$ cat src/rtl/ysyx_22050039_lsu_pkg.sv
// Shared types and encodings for the ysyx_22050039 load/store unit.
package ysyx_22050039_lsu_pkg;

    typedef enum logic [1:0] {
        IDLE = 2'd0,
        REQ  = 2'd1,
        WAIT = 2'd2,
        DONE = 2'd3
    } state_t;

    localparam logic [1:0] SZ_B = 2'd0;
    localparam logic [1:0] SZ_H = 2'd1;
    localparam logic [1:0] SZ_W = 2'd2;
    localparam logic [1:0] SZ_D = 2'd3;

    // in_op = {is_store, is_unsigned, size[1:0]}
    localparam int OP_STORE    = 3;
    localparam int OP_UNSIGNED = 2;
    localparam int OP_SIZE_HI  = 1;
    localparam int OP_SIZE_LO  = 0;

    // Low address bits that must be zero for a naturally aligned access.
    function automatic logic [2:0] size_low_mask(input logic [1:0] size);
        case (size)
            SZ_B:    return 3'b000;
            SZ_H:    return 3'b001;
            SZ_W:    return 3'b011;
            default: return 3'b111;
        endcase
    endfunction

endpackage

$ cat src/rtl/ysyx_22050039_lsu_align.sv
// Combinational lane logic: load byte extract/extend and store byte-mask/shift.
module ysyx_22050039_lsu_align
    import ysyx_22050039_lsu_pkg::*;
#(
    parameter int XLEN = 64
) (
    input  logic [2:0]      lane,
    input  logic [1:0]      size,
    input  logic            is_unsigned,
    input  logic [XLEN-1:0] rdata,
    input  logic [XLEN-1:0] wdata,
    output logic [XLEN-1:0] load_data,
    output logic [7:0]      wmask,
    output logic [XLEN-1:0] wdata_shifted
);

    logic [XLEN-1:0] shifted;
    logic [7:0]      base_mask;

    always_comb begin
        shifted       = rdata >> {lane, 3'b000};
        load_data     = '0;
        base_mask     = 8'h00;
        case (size)
            SZ_B: begin
                base_mask = 8'h01;
                load_data = is_unsigned ? {{(XLEN-8){1'b0}}, shifted[7:0]}
                                        : {{(XLEN-8){shifted[7]}}, shifted[7:0]};
            end
            SZ_H: begin
                base_mask = 8'h03;
                load_data = is_unsigned ? {{(XLEN-16){1'b0}}, shifted[15:0]}
                                        : {{(XLEN-16){shifted[15]}}, shifted[15:0]};
            end
            SZ_W: begin
                base_mask = 8'h0F;
                load_data = is_unsigned ? {{(XLEN-32){1'b0}}, shifted[31:0]}
                                        : {{(XLEN-32){shifted[31]}}, shifted[31:0]};
            end
            default: begin
                base_mask = 8'hFF;
                load_data = shifted;
            end
        endcase
        wmask         = base_mask << lane;
        wdata_shifted = wdata << {lane, 3'b000};
    end

endmodule

$ cat src/rtl/ysyx_22050039_lsu.sv
// ysyx_22050039 load/store stage: IDLE -> REQ -> WAIT -> DONE memory transaction FSM.
// Optional misaligned-access trap: define YSYX_22050039_LSU_MISALIGN_CHK_EN.
module ysyx_22050039_lsu
    import ysyx_22050039_lsu_pkg::*;
#(
    parameter int XLEN = 64,
    parameter int RDW  = 5
) (
    input  logic            clk,
    input  logic            rst,
    input  logic            in_valid,
    output logic            in_ready,
    input  logic            in_is_mem,
    input  logic [3:0]      in_op,
    input  logic [XLEN-1:0] in_addr,
    input  logic [XLEN-1:0] in_wdata,
    input  logic [RDW-1:0]  in_rd,
    input  logic            in_rd_wen,
    output logic            mem_req_valid,
    input  logic            mem_req_ready,
    output logic [XLEN-1:0] mem_addr,
    output logic            mem_wen,
    output logic [7:0]      mem_wmask,
    output logic [XLEN-1:0] mem_wdata,
    input  logic            mem_rsp_valid,
    input  logic [XLEN-1:0] mem_rdata,
    output logic            out_valid,
    input  logic            out_ready,
    output logic [XLEN-1:0] out_data,
    output logic [RDW-1:0]  out_rd,
    output logic            out_rd_wen,
    output logic            out_err
);

    state_t          state, next_state;
    logic [XLEN-1:0] addr_q, wdata_q, data_q;
    logic [3:0]      op_q;
    logic [RDW-1:0]  rd_q;
    logic            rd_wen_q, err_q;

    logic            misalign_in;
    logic [2:0]      lane;
    logic [XLEN-1:0] load_data, wdata_shifted;
    logic [7:0]      wmask;

    logic [1:0] size_q;
    logic       store_q;
    assign size_q  = op_q[OP_SIZE_HI:OP_SIZE_LO];
    assign store_q = op_q[OP_STORE];

`ifdef YSYX_22050039_LSU_MISALIGN_CHK_EN
    assign misalign_in = in_is_mem && |(in_addr[2:0] & size_low_mask(in_op[OP_SIZE_HI:OP_SIZE_LO]));
    assign lane        = addr_q[2:0];
`else
    assign misalign_in = 1'b0;
    assign lane        = addr_q[2:0] & ~size_low_mask(size_q);
`endif

    ysyx_22050039_lsu_align #(.XLEN(XLEN)) u_align (
        .lane          (lane),
        .size          (size_q),
        .is_unsigned   (op_q[OP_UNSIGNED]),
        .rdata         (mem_rdata),
        .wdata         (wdata_q),
        .load_data     (load_data),
        .wmask         (wmask),
        .wdata_shifted (wdata_shifted)
    );

    always_comb begin
        next_state = state;
        case (state)
            IDLE: if (in_valid) next_state = (!in_is_mem || misalign_in) ? DONE : REQ;
            REQ:  if (mem_req_ready) next_state = WAIT;
            WAIT: if (mem_rsp_valid) next_state = DONE;
            DONE: if (out_ready) next_state = IDLE;
            default: next_state = IDLE;
        endcase
    end

    // NOTE: fields are captured only on accept, so request and result stay stable under backpressure.
    always_ff @(posedge clk) begin
        if (rst) begin
            state    <= IDLE;
            addr_q   <= '0;
            wdata_q  <= '0;
            data_q   <= '0;
            op_q     <= '0;
            rd_q     <= '0;
            rd_wen_q <= 1'b0;
            err_q    <= 1'b0;
        end else begin
            state <= next_state;
            case (state)
                IDLE: if (in_valid) begin
                    addr_q   <= in_addr;
                    wdata_q  <= in_wdata;
                    op_q     <= in_op;
                    rd_q     <= in_rd;
                    err_q    <= misalign_in;
                    data_q   <= in_is_mem ? '0 : in_addr;
                    rd_wen_q <= in_rd_wen && !(in_is_mem && (in_op[OP_STORE] || misalign_in));
                end
                WAIT: if (mem_rsp_valid && !store_q) data_q <= load_data;
                default: ;
            endcase
        end
    end

    // Store-side fields are zeroed outside an active store request.
    assign in_ready      = (state == IDLE);
    assign mem_req_valid = (state == REQ);
    assign mem_addr      = {addr_q[XLEN-1:3], 3'b000};
    assign mem_wen       = mem_req_valid && store_q;
    assign mem_wmask     = mem_wen ? wmask : 8'h00;
    assign mem_wdata     = mem_wen ? wdata_shifted : '0;
    assign out_valid     = (state == DONE);
    assign out_data      = data_q;
    assign out_rd        = rd_q;
    assign out_rd_wen    = out_valid && rd_wen_q;
    assign out_err       = out_valid && err_q;

endmodule

$ cat config.mk
export PLATFORM = sky130hd
export DESIGN_NAME = ysyx_22050039_lsu
export DESIGN_NICKNAME = d
export VERILOG_FILES = /design/src/rtl/ysyx_22050039_lsu_pkg.sv /design/src/rtl/ysyx_22050039_lsu_align.sv /design/src/rtl/ysyx_22050039_lsu.sv
export SDC_FILE = /design/constraint.sdc
export NUM_CORES = 1
export LEC_CHECK = 0
export CELL_PAD_IN_SITES_DETAIL_PLACEMENT = 0
export CELL_PAD_IN_SITES_GLOBAL_PLACEMENT = 1
export CORE_MARGIN = 1
export CORE_UTILIZATION = 32
export DETAILED_ROUTE_END_ITERATION = 8
export HOLD_SLACK_MARGIN = 0.05
export PLACE_DENSITY_LB_ADDON = 0.1
export SLEW_MARGIN = 5
export SYNTH_ARGS = -nofsm -noshare
export SYNTH_HDL_FRONTEND = slang
export SYNTH_SLANG_ARGS = --single-unit
$ cat constraint.sdc
create_clock -name clk -period 2.7 [get_ports clk]
set_input_delay 0.405 -clock clk [delete_from_list [all_inputs] [get_ports clk]]
set_output_delay 0.405 -clock clk [all_outputs]
set_load 0.01 [all_outputs]
Yosys cells after proc, flatten, opt, wreduce, memory -nomap -nowiden
Index checks and enable logic that the tools add are counted.
{ "totals": {"register_bits": 204, "in_bits": 209, "output_inout_bits": 211, "word_cells": 53} }
{ "op_classes": {"eq_ne": 10, "n_shift": 3, "muxes": 18, "bitwise_logic": 2, "n_reduce_logical": 13} }
{ "ops": {"columns": ["operator", "count"], "rows": [
  ["64-bit two-way mux", 7],
  ["64-bit case mux with 3 select lines", 1],
  ["64-bit case mux with 2 select lines", 1],
  ["64-bit by 6-bit << shifter with 64-bit output", 1],
  ["64-bit by 6-bit >> shifter with 64-bit output", 1],
  ["8-bit case mux with 3 select lines", 1],
  ["2-bit two-way mux", 5],
  ["3-bit case mux with 3 select lines", 1],
  ["8-bit two-way mux", 1],
  ["2-bit case mux with 4 select lines", 1],
  ["8-bit by 3-bit << shifter with 8-bit output", 1],
  ["2-bit equality test, second input constant", 3],
  ["2-bit inequality test, second input constant", 3],
  ["1-bit logical AND", 5],
  ["2-bit by 1-bit equality test with 1-bit output, second input constant", 2],
  ["2-bit logical NOT", 2],
  ["2-bit by 1-bit inequality test with 1-bit output, second input constant", 2],
  ["4-bit AND reduction", 1],
  ["3-bit bitwise AND", 1],
  ["3-bit NOT", 1],
  ["3-bit AND reduction", 1],
  ["1-bit logical NOT", 2],
  ["2-bit AND reduction", 1],
  ["2-bit nonzero test", 1]
]} }

Logic depth before layout (Yosys ltp)
{ "depth": {"ltp_word": 9, "ltp_mapped": 10, "depth_no_buf": 7} }

Modules after synthesis
A second synthesis with hierarchy kept.
{ "unflattened": {"hier_cells": 1730, "area_unflattened_um2": 13716.9} }
{ "by_module_without_submodules": {"columns": ["mod", "n_inst", "cells_each", "area_each_um2", "seq_area_each_um2"], "rows": [
  ["ysyx_22050039_lsu", 1, 1147, 9176.3, 4083.9],
  ["ysyx_22050039_lsu_align", 1, 583, 4540.6, 0.0]
]} }

Worst setup path before layout
No wires, ideal clock.
{ "synth_timing": {"path_kind": "register -> output", "from": "register op_q[1]", "to": "output mem_wdata[56]", "arrival_time_ns": 2.026, "t_required_ns": 2.295, "path_slack_ns": 0.269, "stages_incl_launch_ff": 11, "path_buffers": 5, "cell_sequence": "dfxtp_1 > buf_6 > or3b_1 > buf_6 > buf_2 > buf_2 > buf_2 > mux2i_1 > nand2_1 > nand3_1 > a21oi_1"} }
{ "synth_via": {"elab_chain_len": 6, "word_cells_on_any_way": 8, "classes_between": "2 x eq/ne; 1 x shift; 2 x mux; 2 x bitwise; 1 x reduce/logical"} }
{ "synth_rtl": {"columns": ["item", "line_no", "source"], "rows": [
  ["from (decl)", "ysyx_22050039_lsu.sv:37", "logic [3:0] op_q;"],
  ["from (signal assigned)", "ysyx_22050039_lsu.sv:98", "op_q <= in_op;"],
  ["2-bit equality test (tied with other cells)", "ysyx_22050039_lsu_pkg.sv:24", "case (size)"],
  ["3-bit case mux with 3 select lines *", "ysyx_22050039_lsu_pkg.sv:24", null],
  ["3-bit NOT *", "ysyx_22050039_lsu.sv:56", "assign lane = addr_q[2:0] & ~size_low_mask(size_q);"],
  ["3-bit bitwise AND *", "ysyx_22050039_lsu.sv:56", null],
  ["64-bit by 6-bit << shifter with 64-bit output *", "ysyx_22050039_lsu_align.sv:46", "wdata_shifted = wdata << {lane, 3'b000};"],
  ["64-bit two-way mux *", "ysyx_22050039_lsu.sv:116", "assign mem_wdata = mem_wen ? wdata_shifted : '0;"],
  ["to (decl)", "ysyx_22050039_lsu.sv:24", "output logic [XLEN-1:0] mem_wdata,"]
]} }
Mark *: on every way between the ends. The rest lies on a longest branch, timed or not.

Worst setup path in the final report
{ "layout_timing": {"from": "register addr_q[0]", "to": "output mem_wdata[51]"} }
{ "layout_via": {"elab_chain_len": 3} }
{ "layout_rtl": {"columns": ["item", "line_no", "source"], "rows": [
  ["from (decl)", "ysyx_22050039_lsu.sv:36", "logic [XLEN-1:0] addr_q, wdata_q, data_q;"],
  ["from (signal assigned)", "ysyx_22050039_lsu.sv:96", "addr_q <= in_addr;"],
  ["3-bit bitwise AND", "ysyx_22050039_lsu.sv:56", null],
  ["64-bit by 6-bit << shifter with 64-bit output", "ysyx_22050039_lsu_align.sv:46", null],
  ["64-bit two-way mux", "ysyx_22050039_lsu.sv:116", null]
]} }
No other way between the ends.

==> out/metrics.cfg <==
[global_routing]
antenna_found_initial = 5
globalRouteOverflowTotal = 0
grt_pass1_vias = 13029
grt_usage = 0.2852
grt_max_degree = 93
grt_pass1_wl_um = 83050

[run_status]
status = finished with violations
violations = setup timing

[floorplanning]
fp-row-count = 70
die_h_um = 195.1
fp.dieW_um = 195.1
start_util = 0.3258
io_pins = 420
die_area_mm2 = 0.03805
fp.coreArea_mm2 = 0.03661

[route]
drt_iter0_markers = 882
wl_per_cell_um = 22.54
viasPerCell = 5.273
drtPass1Iterations = 5
drc = 0
postRouteAntennaNets = 0
via_count = 13124
wirelength_um = 56110

[sta]
fin_ws_ns = -0.1787
slew_violations = 0
fin_crit_sh = 1.066
hold_viol_final = 0
tightest_slew_ns = 0.6471
max-slew-margin-rel = 0.5686
clock_skew_ns = 0.01890
hold_ws_ns = 0.3816
rsz0062_at_grt = yes
fin_crit_ns = 2.879
setup_tns_ns = -4.067
setup_viol_count_final = 42
max_freq_ghz = 0.3474

[worst_setup_path]
timing.rr.start = addr_q[0]
worstSetupPathType = reg -> out
critical_path.startpoint_type = flip-flop
path_depth = 9
path_cells = or3b_4, buf_12, buf_16, mux2i_2, o21ai_1, buf_4, nand2_4, a21oi_2, buf_2
max_stage_delay_ns = 0.48
r2r_end = out_data[42]
rrSetupSlack_ns = 0.07
required_ns = 2.30
cpMaxStageDelayCell = or3b_4
critPathTopFamily = buffers and inverters
path_buf_inv = 4
cp_max_fo = 6
arrival_ns = 2.47
cp-end-kind = output pin
reg2reg_depth = 9

[cells_and_area]
nets = 2217
final_common_cell = nand2_1
drive_above_1_share = 0.1963
fin_area_mm2 = 0.01822
areaGrowthSynthToFinish_pct = 52.80
layout_common_cells = nand2_1, clkdlybuf4s50_1, a21oi_1, dfxtp_1, nor2_1

[pwr]
leakage_nw = 6.938
p_per_area_mw_per_mm2 = 832.6
finalPower_mw = 15.17
irDropWorstVdd_mv = 0.5128

[yosys]
mappedNetlistArea_mm2 = 0.01193
ys_ff_latch = 204
syn_area_per_cell_um2 = 7.303
ys_seq_area_frac = 0.3424
synth_edf_count = 0
ys.flop_type = dfxtp_1
async_flop_share = 0
synth_top_area_share = 0.3424
synth_cells = 1633
yosys_warnings = 0
yosys.cell_types.count = 52
yosys-top-cells-area = dfxtp_1, nand2_1, a21oi_1
synth_top_area_cell = dfxtp_1

[hold_path]
min_to = state[1]
hold_class = in -> reg
min_path_cells = 2
hp-start = rst

[run]
drv_cap = 0

[clocking]
cts_tree = done
cts_sinks = 204
cts_root_buf = clkbuf_16
cts.clk_slew.worst_paths_ns = 0.06
h-tree-depth = 1
insertion_delay_ns = 0.53
holdBufCountCts = 0
numCtsBuffers = 25
cts_buffer_depth = 3

[placed_design]
port_buffers = 415
place.gp.congestion = 0.9225
dpl_cell_area_mm2 = 0.01652
pre_cts_ws_ns = -0.03352
dp_hpwl_um = 41880

[metrics by stage]
stage               utilization  std cells
finish                   0.4978       2489
global placement         0.4512       2403
CTS                      0.4870       2473
floorplan                     -       1636
detailed placement       0.4512       2403
global route             0.4978       2489
[Yosys cell counts, drive strengths merged (2+ instances only)]
cell type  instances
and3              10
dfxtp            204
inv                9
a221o             10
a22oi             33
nor2             117
o21ai             35
a221oi            10
nand2            427
mux4              11
ha                 4
o41ai              7
nor2b              6
a32oi             12
nand3             18
nand2b             5
buf              101
clkbuf           109
mux2               9
a21oi            309
and2              20
a211oi            56
mux2i             69
clkinv             2
o22ai              3
o211ai             3
nor3              11
a31oi              8
[flip-flops by register name (all words and copies together) (netlist names)]
register	cells
wdata_q	64
rd_wen_q	1
out_rd	5
op_q	4
state	2
out_data	64
addr_q	64
[worst max path at each step]
stage              start       endpoint  slack, ns
2_1_floorplan    op_q[1]  mem_wdata[56]       0.27
3_3_place_gp     op_q[0]  mem_wdata[52]      -0.04
3_5_place_dp   addr_q[0]  mem_wdata[52]      -0.03
4_1_cts          op_q[1]  mem_wdata[51]      -0.27
5_1_grt        addr_q[0]  mem_wdata[57]      -0.24
6_report       addr_q[0]  mem_wdata[51]      -0.18
[where the power goes]
| part | internal, mW | switching [mW] |
|---|---|---|
| Combinational | 3.43 | 4.25 |
| Clock | 1.87 | 1.33 |
| Sequential | 3.70 | 0.598 |
[per-layer routing]
metal / track usage / wire [um] / up-vias
met2: 0.4755 / 26480 / 454
met4: 0.09682 / 1886 / 2
li1: - / - / 6323
met5: 0 / 13 / -
met3: 0.04819 / 3475 / 82
met1: 0.3714 / 24250 / 6263
[logic make-up after synthesis]
group / synth area share
AO/OA/AOI/OAI: 0.2604
adder cells (fa/ha/maj): 0.004197
buffers and inverters: 0.09505
flip-flops: 0.3424
multiplexers: 0.08749
other: 0.0003144
AND/OR/NAND/NOR: 0.2101
[timing repair]
item	CTS	global route
gates resized for setup	297	122
gates cloned	5	0
endpoints found under the setup margin	73	96
pin swaps	39	57
setup buffers	26	16
[worst register-to-register path, delay by kind of cell (launching register included)]
family	cells	cell delay, ns
flip-flops	1	0.35
AO/OA/AOI/OAI	4	0.82
AND/OR/NAND/NOR	2	0.70
buffers and inverters	3	0.61
[layout make-up]
| type | count | area (um2) |
|---|---|---|
| Fill cell | 3644 | 18390 |
| Clock buffer | 38 | 704.4 |
| Clock inverter | 2 | 38.79 |
| Sequential cell | 204 | 4090 |
| Multi-Input combinational cell | 1212 | 7388 |
| Timing Repair Buffer | 550 | 5364 |
| Inverter | 11 | 42.54 |
| Tap cell | 468 | 585.6 |
| Antenna cell | 4 | 10.01 |
No activity file was read; power rests on OpenSTA's default activity.
